==> config.mk <==
export PLATFORM = sky130hd
export DESIGN_NAME = bit_stream_packer
export DESIGN_NICKNAME = d
export VERILOG_FILES = /design/src/rtl/bit_stream_packer.sv
export SDC_FILE = /design/constraint.sdc
export NUM_CORES = 1
export LEC_CHECK = 0
export BUFFER_PORTS_ARGS = -buffer_cell sky130_fd_sc_hd__clkbuf_2
export CAP_MARGIN = 10
export CORE_AREA = 3 3 92 94
export CTS_CLUSTER_SIZE = 28
export DETAILED_ROUTE_END_ITERATION = 10
export DIE_AREA = 0 0 95 97
export PLACE_DENSITY = 0.6
export SYNTH_ARGS = -nofsm -noshare
export SYNTH_HDL_FRONTEND = slang
export SYNTH_SLANG_ARGS = --single-unit
==> constraint.sdc <==
create_clock -name clk -period 5.3 [get_ports clk]
set_input_delay 1.59 -clock clk [delete_from_list [all_inputs] [get_ports clk]]
set_output_delay 1.59 -clock clk [all_outputs]
set_load 0.02 [all_outputs]
==> src/rtl/bit_stream_packer.sv <==
// Packs a qualified serial bit stream into WIDTH-bit words and queues them in a DEPTH-entry FIFO.
// Optional per-word parity output is enabled with `define BIT_STREAM_PACKER_PARITY_EN.
module bit_stream_packer #(
  parameter int unsigned WIDTH     = 8,
  parameter int unsigned DEPTH     = 4,
  parameter int unsigned MSB_FIRST = 1
) (
  input  logic                         clk,
  input  logic                         rst,
  input  logic                         bit_in,
  input  logic                         bit_valid,
  input  logic                         flush,
  output logic [WIDTH-1:0]             word_out,
  output logic [$clog2(WIDTH+1)-1:0]   word_len,
  output logic                         word_valid,
  input  logic                         word_ready,
  output logic                         overflow,
  output logic [$clog2(DEPTH+1)-1:0]   level
`ifdef BIT_STREAM_PACKER_PARITY_EN
  ,
  output logic                         word_parity
`endif
);

  localparam int unsigned CW = $clog2(WIDTH + 1);
  localparam int unsigned IW = $clog2(WIDTH);
  localparam int unsigned LW = $clog2(DEPTH + 1);
  localparam int unsigned PW = $clog2(DEPTH);

  typedef enum logic {IDLE = 1'b0, FILL = 1'b1} state_t;

  state_t            state, state_next;
  logic [WIDTH-1:0]  shreg, shreg_upd;
  logic [CW-1:0]     cnt, cnt_upd;
  logic [IW-1:0]     bit_pos;
  logic              push;

  // Bit positions are written directly so unfilled positions stay zero.
  always_comb begin
    if (MSB_FIRST != 0) bit_pos = IW'(WIDTH - 1) - IW'(cnt);
    else                bit_pos = IW'(cnt);
  end

  always_ff @(posedge clk or posedge rst) begin
    if (rst) begin
      state <= IDLE;
      shreg <= '0;
      cnt   <= '0;
    end else begin
      state <= state_next;
      shreg <= push ? '0 : shreg_upd;
      cnt   <= push ? '0 : cnt_upd;
    end
  end

  // The sampled bit is applied before a same-cycle flush is evaluated.
  always_comb begin
    state_next = state;
    shreg_upd  = shreg;
    cnt_upd    = cnt;
    push       = 1'b0;
    if (bit_valid) begin
      shreg_upd[bit_pos] = bit_in;
      cnt_upd            = cnt + CW'(1);
    end
    case (state)
      IDLE: begin
        if (bit_valid) begin
          if (flush) begin
            push       = 1'b1;
            state_next = IDLE;
          end else begin
            state_next = FILL;
          end
        end
      end
      FILL: begin
        if (cnt_upd == CW'(WIDTH)) begin
          push       = 1'b1;
          state_next = IDLE;
        end else if (flush) begin
          push       = 1'b1;
          state_next = IDLE;
        end
      end
      default: state_next = IDLE;
    endcase
  end

  logic [WIDTH-1:0] mem_word [DEPTH];
  logic [CW-1:0]    mem_len  [DEPTH];
  logic [PW-1:0]    wr_ptr, rd_ptr, rd_ptr_next, head_idx;
  logic [LW-1:0]    level_next;
  logic             pop, full, wr_en, ovf_next;
  logic [WIDTH-1:0] head_word;
  logic [CW-1:0]    head_len;

`ifdef BIT_STREAM_PACKER_PARITY_EN
  logic             mem_par [DEPTH];
  logic             push_par, head_par;
  assign push_par = ^shreg_upd;
`endif

  // FIFO control; word_out is a register tracking the post-edge head entry.
  always_comb begin
    pop         = word_valid && word_ready;
    full        = (level == LW'(DEPTH));
    wr_en       = push && (!full || pop);
    ovf_next    = push && full && !pop;
    level_next  = level + LW'(wr_en) - LW'(pop);
    rd_ptr_next = rd_ptr + PW'(pop);
    head_idx    = rd_ptr_next;
    head_word   = mem_word[head_idx];
    head_len    = mem_len[head_idx];
`ifdef BIT_STREAM_PACKER_PARITY_EN
    head_par    = mem_par[head_idx];
`endif
    if (wr_en && (wr_ptr == head_idx)) begin
      head_word = shreg_upd;
      head_len  = cnt_upd;
`ifdef BIT_STREAM_PACKER_PARITY_EN
      head_par  = push_par;
`endif
    end
    if (level_next == '0) begin
      head_word = '0;
      head_len  = '0;
`ifdef BIT_STREAM_PACKER_PARITY_EN
      head_par  = 1'b0;
`endif
    end
  end

  always_ff @(posedge clk) begin
    if (wr_en) begin
      mem_word[wr_ptr] <= shreg_upd;
      mem_len[wr_ptr]  <= cnt_upd;
`ifdef BIT_STREAM_PACKER_PARITY_EN
      mem_par[wr_ptr]  <= push_par;
`endif
    end
  end

  always_ff @(posedge clk or posedge rst) begin
    if (rst) begin
      wr_ptr     <= '0;
      rd_ptr     <= '0;
      level      <= '0;
      word_valid <= 1'b0;
      word_out   <= '0;
      word_len   <= '0;
      overflow   <= 1'b0;
`ifdef BIT_STREAM_PACKER_PARITY_EN
      word_parity <= 1'b0;
`endif
    end else begin
      wr_ptr     <= wr_ptr + PW'(wr_en);
      rd_ptr     <= rd_ptr_next;
      level      <= level_next;
      word_valid <= (level_next != '0);
      word_out   <= head_word;
      word_len   <= head_len;
      overflow   <= ovf_next;
`ifdef BIT_STREAM_PACKER_PARITY_EN
      word_parity <= head_par;
`endif
    end
  end

endmodule

# ---- After elaboration in Yosys (flattened, before gate mapping)
# Memory sizes are Yosys's and may differ from the RTL's.
# Cells that the tools add are included.
dict set report totals {
  n_memories 2
  ff_bits 34
  output_inout_bits 17
  elab_cells 56
  inputBits 6
  mem_bits_rw 48
}
# memory depth word_bits rd rd_ports_with_merged_regs write_ports line_no
set mem_list {}
lappend mem_list {mem_word 4 8 1 0 1 90} ;# logic [WIDTH-1:0] mem_word [DEPTH];
lappend mem_list {mem_len 4 4 1 0 1 91} ;# logic [CW-1:0] mem_len [DEPTH];
dict set report classes {
  mux 21
  eq_ne 3
  n_lt_le_gt_ge 2
  n_reduce_logical 11
  add_sub_neg 6
  bitwise_logic 1
}
# cell count
set op_table {}
lappend op_table {{8-bit two-way mux} 4}
lappend op_table {{4-bit two-way mux} 4}
lappend op_table {{1-bit two-way mux} 9}
lappend op_table {{8-bit bitwise mux} 1}
lappend op_table {{1-bit logical AND} 6}
lappend op_table {{2-bit by 1-bit adder with 2-bit output} 2}
lappend op_table {{4-bit by 1-bit adder with 4-bit output, second input constant} 1}
lappend op_table {{4-bit == test, second input constant} 1}
lappend op_table {{3-bit by 4-bit less-than comparator with 1-bit output, second input constant} 1}
lappend op_table {{1-bit case mux with 2 select lines} 2}
lappend op_table {{3-bit by 1-bit adder with 3-bit output} 1}
lappend op_table {{1-bit demux with 3-bit select} 1}
lappend op_table {{3-bit == test, second input constant} 1}
lappend op_table {{3-bit by 1-bit greater-or-equal comparator with 1-bit output, second input constant} 1}
lappend op_table {{3-bit zero test} 1}
lappend op_table {{3-bit nonzero test} 1}
lappend op_table {{3-bit by 1-bit subtractor with 3-bit output} 1}
lappend op_table {{3-bit subtractor, first input constant} 1}
lappend op_table {{2-bit == test} 1}
lappend op_table {{1-bit zero test} 2}
lappend op_table {{1-bit logical OR} 1}
lappend op_table {{1-bit inverter} 1}

# ---- Longest topological paths before layout
dict set report depth {
  word_depth 10
  ltp_mapped 14
  depth_no_buf 13
}

# ---- Worst setup path before layout
# Ideal clock, no wire load.
dict set report synth_path {
  kind {in2reg}
  from {input bit_valid}
  to {register word_len[0]}
  cell_stages 13
  setup_slack_ns 0.971
  arrival_time_ns 4.193
  path_cell_list {nand4_2 mux2_4 a22oi_4 nand2_2 ha_1 inv_1 ha_1 fa_1 xnor2_1 xnor2_1 nor3_1 clkbuf_1 a21oi_1}
}
dict set report synth_between {
  elab_chain_cells 9
  elab_cells_between_ends 12
}
# item line_no
set synth_lines {}
lappend synth_lines {{from (decl)} 11} ;# input logic bit_valid,
lappend synth_lines {{4-bit two-way mux} 62} ;# if (bit_valid) begin
lappend synth_lines {{4-bit == test} 78} ;# if (cnt_upd == CW'(WIDTH)) begin
lappend synth_lines {{1-bit two-way mux} 78}
lappend synth_lines {{1-bit case mux with 2 select lines (*)} 66} ;# case (state)
lappend synth_lines {{1-bit logical AND (*)} 108} ;# wr_en = push && (!full || pop);
lappend synth_lines {{3-bit by 1-bit adder with 3-bit output (*)} 110} ;# level_next = level + LW'(wr_en) - LW'(pop);
lappend synth_lines {{3-bit by 1-bit subtractor with 3-bit output (*)} 110}
lappend synth_lines {{named net level_next[2]} 93} ;# logic [LW-1:0] level_next;
lappend synth_lines {{3-bit zero test (*)} 125} ;# if (level_next == '0) begin
lappend synth_lines {{4-bit two-way mux (*)} 125}
lappend synth_lines {{named net head_len[0]} 96} ;# logic [CW-1:0] head_len;
lappend synth_lines {{to (signal assigned)} 162} ;# word_len <= head_len;
lappend synth_lines {{to (decl)} 14} ;# output logic [$clog2(WIDTH+1)-1:0] word_len,
# Mark *: on every way through the listed nets, which the timed path passes. The rest lies on a longest branch.

# ---- Worst setup path after layout
dict set report layout_path {
  from {input bit_valid}
  to {register word_len[3]}
}
# Same word-level chain as after synthesis.

==> PnR_summary.wiki <==
{| class="wikitable"
! Metric !! Value
|-
| Number of placement rows || 32
|-
| Worst-path cell with the longest stage delay || sky130_fd_sc_hd__mux2_4
|-
| Clock tree from TritonCTS || done
|-
| Ant diodes || 0
|-
| Die area || 9220 µm²
|-
| Worst Hold Launch || shreg[6]
|-
| Clock Power Share || 0.189
|-
| Synthesized area divided by synthesized cell count || 14.7 µm²
|-
| Setup Fix Bufs, Post-CTS || 0
|-
| Starting utilization of the core area || 0.446
|-
| Post-route setup TNS || 0 ps
|-
| Critical path buffer and inverter count || 3
|-
| Total non-filler cell area in the finished layout || 3910 µm²
|-
| Worst hold margin || 543 ps
|-
| Via density per instance || 5.14
|-
| Tightest Pin Transition || between 700 and 800 ps
|-
| Clock root cell || sky130_fd_sc_hd__clkbuf_8
|-
| Asr flop ratio synth || 0.415
|-
| Number of buffers between clock root and the deepest sink || 2
|-
| Post-placement cell area || 3700 µm²
|-
| Sequential power share || 0.410
|-
| 1st-iter DRT viols || ~110
|-
| Remaining routing DRC violations || 0
|-
| Outcome || finished, final reports clean
|-
| Data required, critical path || 5530 ps
|-
| Maximum ir drop on the vdd rail || 0.232 mV
|-
| Most frequent cell after synthesis || sky130_fd_sc_hd__edfxtp_1
|-
| CTS H-Tree Depth || 3
|-
| Total of endpoints with negative setup slack in the final report || 0
|-
| Largest net degree at the start of global routing || 35
|-
| Cells after DPL || 354
|-
| Type of the worst setup path || in -> reg
|-
| GRT Resource Usage Total || 0.149
|-
| Total count of hold-check failures in the final report || 0
|-
| Setup repair after global routing missed its margin || no
|-
| Switching power summed over all nets || a little over 0.9 mW
|-
| Worst path cell trace || clkbuf_2, nand4_2, mux2_4, a22oi_4, nand2_2, ha_1, inv_1, ha_1, fa_1, xnor2_1, xnor2_1, nor3_1, buf_4, a21oi_1
|-
| DRT antenna net count || 0
|-
| Vias in the first global route || 1926
|-
| CTS Sinks || 82
|-
| Worst-Skew Late Latency || 350 ps
|-
| Non-filler cells in the finished layout || 370
|-
| Top cell type's share of synthesized area || 0.418
|-
| Global-route wire length before repair || around 10000 µm
|-
| FF-to-FF Start || cnt[0]
|-
| Number of max-slew violations in the final report || 0
|-
| Beginning of the critical path || bit_valid
|-
| Internal power of the cells || 1.52 mW
|-
| Area of the placeable core || 7730 µm²
|-
| Number of instances resized during post-cts repair || 0
|-
| Startpoint type of the worst setup path || primary input
|-
| HPWL reported at the end of detailed placement || 4190 µm
|-
| Overflow after GRT || 0
|-
| CP Max Fanout || 15
|-
| Number of enable flip-flop cells after synthesis || 48
|-
| DIE WIDTH || 95 µm
|-
| Number of detailed-route iterations in the first pass || 4
|-
| Number of buffers inserted by port buffering || 22
|-
| Top cell types by occurrence after synthesis || 48 x sky130_fd_sc_hd__edfxtp_1, 34 x sky130_fd_sc_hd__dfrtp_1, 18 x sky130_fd_sc_hd__inv_1
|-
| Data arrival at the endpoint of the critical path || 4380 ps
|-
| Commonest register cell after synthesis || sky130_fd_sc_hd__edfxtp_1
|-
| Largest stage delay on the critical path || approximately 370 ps
|-
| Total power consumption of the routed design || 2.45 mW
|-
| Initial antenna violation count || 0
|-
| Final worst clock skew || 9.41 ps
|-
| Final worst path period need || a little over 4000 ps
|-
| Layout cells sized above 1 || 0.246
|-
| Post-layout net count || 275
|-
| Weighted congestion at the end of routability-driven global placement || 0.720
|-
| Distinct cells, synth || 38
|-
| Syn Inst Count || 234
|-
| Mapped cell area || ~3400 µm²
|-
| Crit-path leading delay family || adder cells
|-
| Slew HR || 0.491
|-
| Total routed wirelength || 6310 µm
|-
| Sequential element share of the synthesized area || 0.664
|-
| Cell area power density || 627 nW/µm²
|-
| Largest cells by area after synthesis || sky130_fd_sc_hd__edfxtp_1 42%, sky130_fd_sc_hd__dfrtp_1 25%, sky130_fd_sc_hd__mux4_2 7.8%
|-
| Max capacitance violation total || 0
|-
| Largest area contributor in the netlist || sky130_fd_sc_hd__edfxtp_1
|-
| I/O pin cnt || 23
|-
| Worst hold path type || reg -> reg
|-
| Syn-to-layout area delta || 13.2%
|-
| Detailed-route wire length per cell || 17.0 µm
|-
| Register bit total from synthesis || 82
|-
| Leak Pwr || 1.60 nW
|-
| Number of vias after detailed routing || 1903
|-
| Final worst-path cycle share || 0.783
|-
| Syn Nets || 246
|-
| Logic gate share of total power || 0.400
|-
| Critical path capture point type || flop
|-
| Switching share of power || 0.379
|-
| Clock Pin Slew Worst Setup and Hold Paths || 90 ps
|-
| Die Ht || 97 µm
|-
| Highest attainable clock frequency || 241 MHz
|-
| Warnings, synthesis || 0
|-
| Number of buffers created by CTS || 9
|-
| Number of hold buffers added after CTS || 0
|}
## worst paths after layout
check                                    to  slack [ps]  cells after the start
worst min-delay path               shreg[6]         540                      2
min in group asynchronous       word_len[3]        1310                      3
worst max-delay path            word_len[3]        1150                     14
worst max register to register  word_len[3]        1880                     14
max in group asynchronous            cnt[2]        3680                      3
worst min register to register     shreg[6]         540                      2
## through the flow
step                utilization  worst slack [ps]
global placement          0.478               859
detailed placement        0.478               803
CTS                       0.505              1170
global route              0.505               946
floorplan                     -               971
finish                    0.505              1150
## sequential cells by signal, summed over array words and instances (netlist names)
register,cells
mem_len,16
word_out,8
cnt,4
state,1
overflow,1
shreg,8
word_valid,1
mem_word,32
word_len,4
wr_ptr,2
rd_ptr,2
level,3
## worst min-delay path: cells and delay by family, from the launching register on
| family | cells | cell delay, ps |
|---|---|---|
| flip-flops | 1 | 330 |
| multiplexers | 1 | 70 |
| AND/OR/NAND/NOR | 1 | 100 |
## placed cells by master (no fill, tap or decap), types with 2 or more instances in the layout
cell type and n:
sky130_fd_sc_hd__edfxtp_1 48, sky130_fd_sc_hd__dfrtp_1 34, sky130_fd_sc_hd__clkbuf_2 22, sky130_fd_sc_hd__inv_1 18
sky130_fd_sc_hd__nor2_1 14, sky130_fd_sc_hd__a21oi_1 13, sky130_fd_sc_hd__nand3_1 12, sky130_fd_sc_hd__mux4_2 12
sky130_fd_sc_hd__mux2i_1 9, sky130_fd_sc_hd__clkbuf_8 9, sky130_fd_sc_hd__buf_4 9, sky130_fd_sc_hd__o21ai_0 8
sky130_fd_sc_hd__xor2_1 6, sky130_fd_sc_hd__nor3_1 5, sky130_fd_sc_hd__o21ai_1 5, sky130_fd_sc_hd__ha_1 5
sky130_fd_sc_hd__nor4bb_1 4, sky130_fd_sc_hd__nand2_1 3, sky130_fd_sc_hd__nand4b_1 3, sky130_fd_sc_hd__xnor2_1 3
sky130_fd_sc_hd__inv_6 3, sky130_fd_sc_hd__and2_1 2, sky130_fd_sc_hd__nor3b_2 2
## cell families after synthesis
logic type | synth area share
buf+inv | 0.0392
flops | 0.664
simple gates | 0.0878
mux | 0.109
compound gates | 0.0530
xor+xnor | 0.0229
fa+ha+maj | 0.0239
## area by class of cell
type,count,area (µm²)
Clock inverter,7,83.8
Multi-Input combinational cell,121,1030
Sequential cell,82,2290
Timing Repair Buffer,31,178
Clock buffer,9,124
Tap cell,102,128
Inverter,18,67.6
Fill cell,658,3820
## power by group through the flow
stage	registers, mW	logic, mW	clock network, mW
2_1_floorplan	1.05	0.673	0
5_1_grt	1.03	1.08	0.505
6_report	1.00	0.980	0.463
3_5_place_dp	1.02	0.987	0
3_3_place_gp	1.02	0.974	0
4_1_cts	1.01	0.992	0.479
## metal layers
layer	vias up	track usage	routed length, µm
met2	45	0.229	3000
met5	-	0	0
met1	938	0.199	2880
met4	0	0.0566	110
li1	912	-	-
met3	8	0.0435	316
Note: power is estimated with default switching activity, not from simulation.
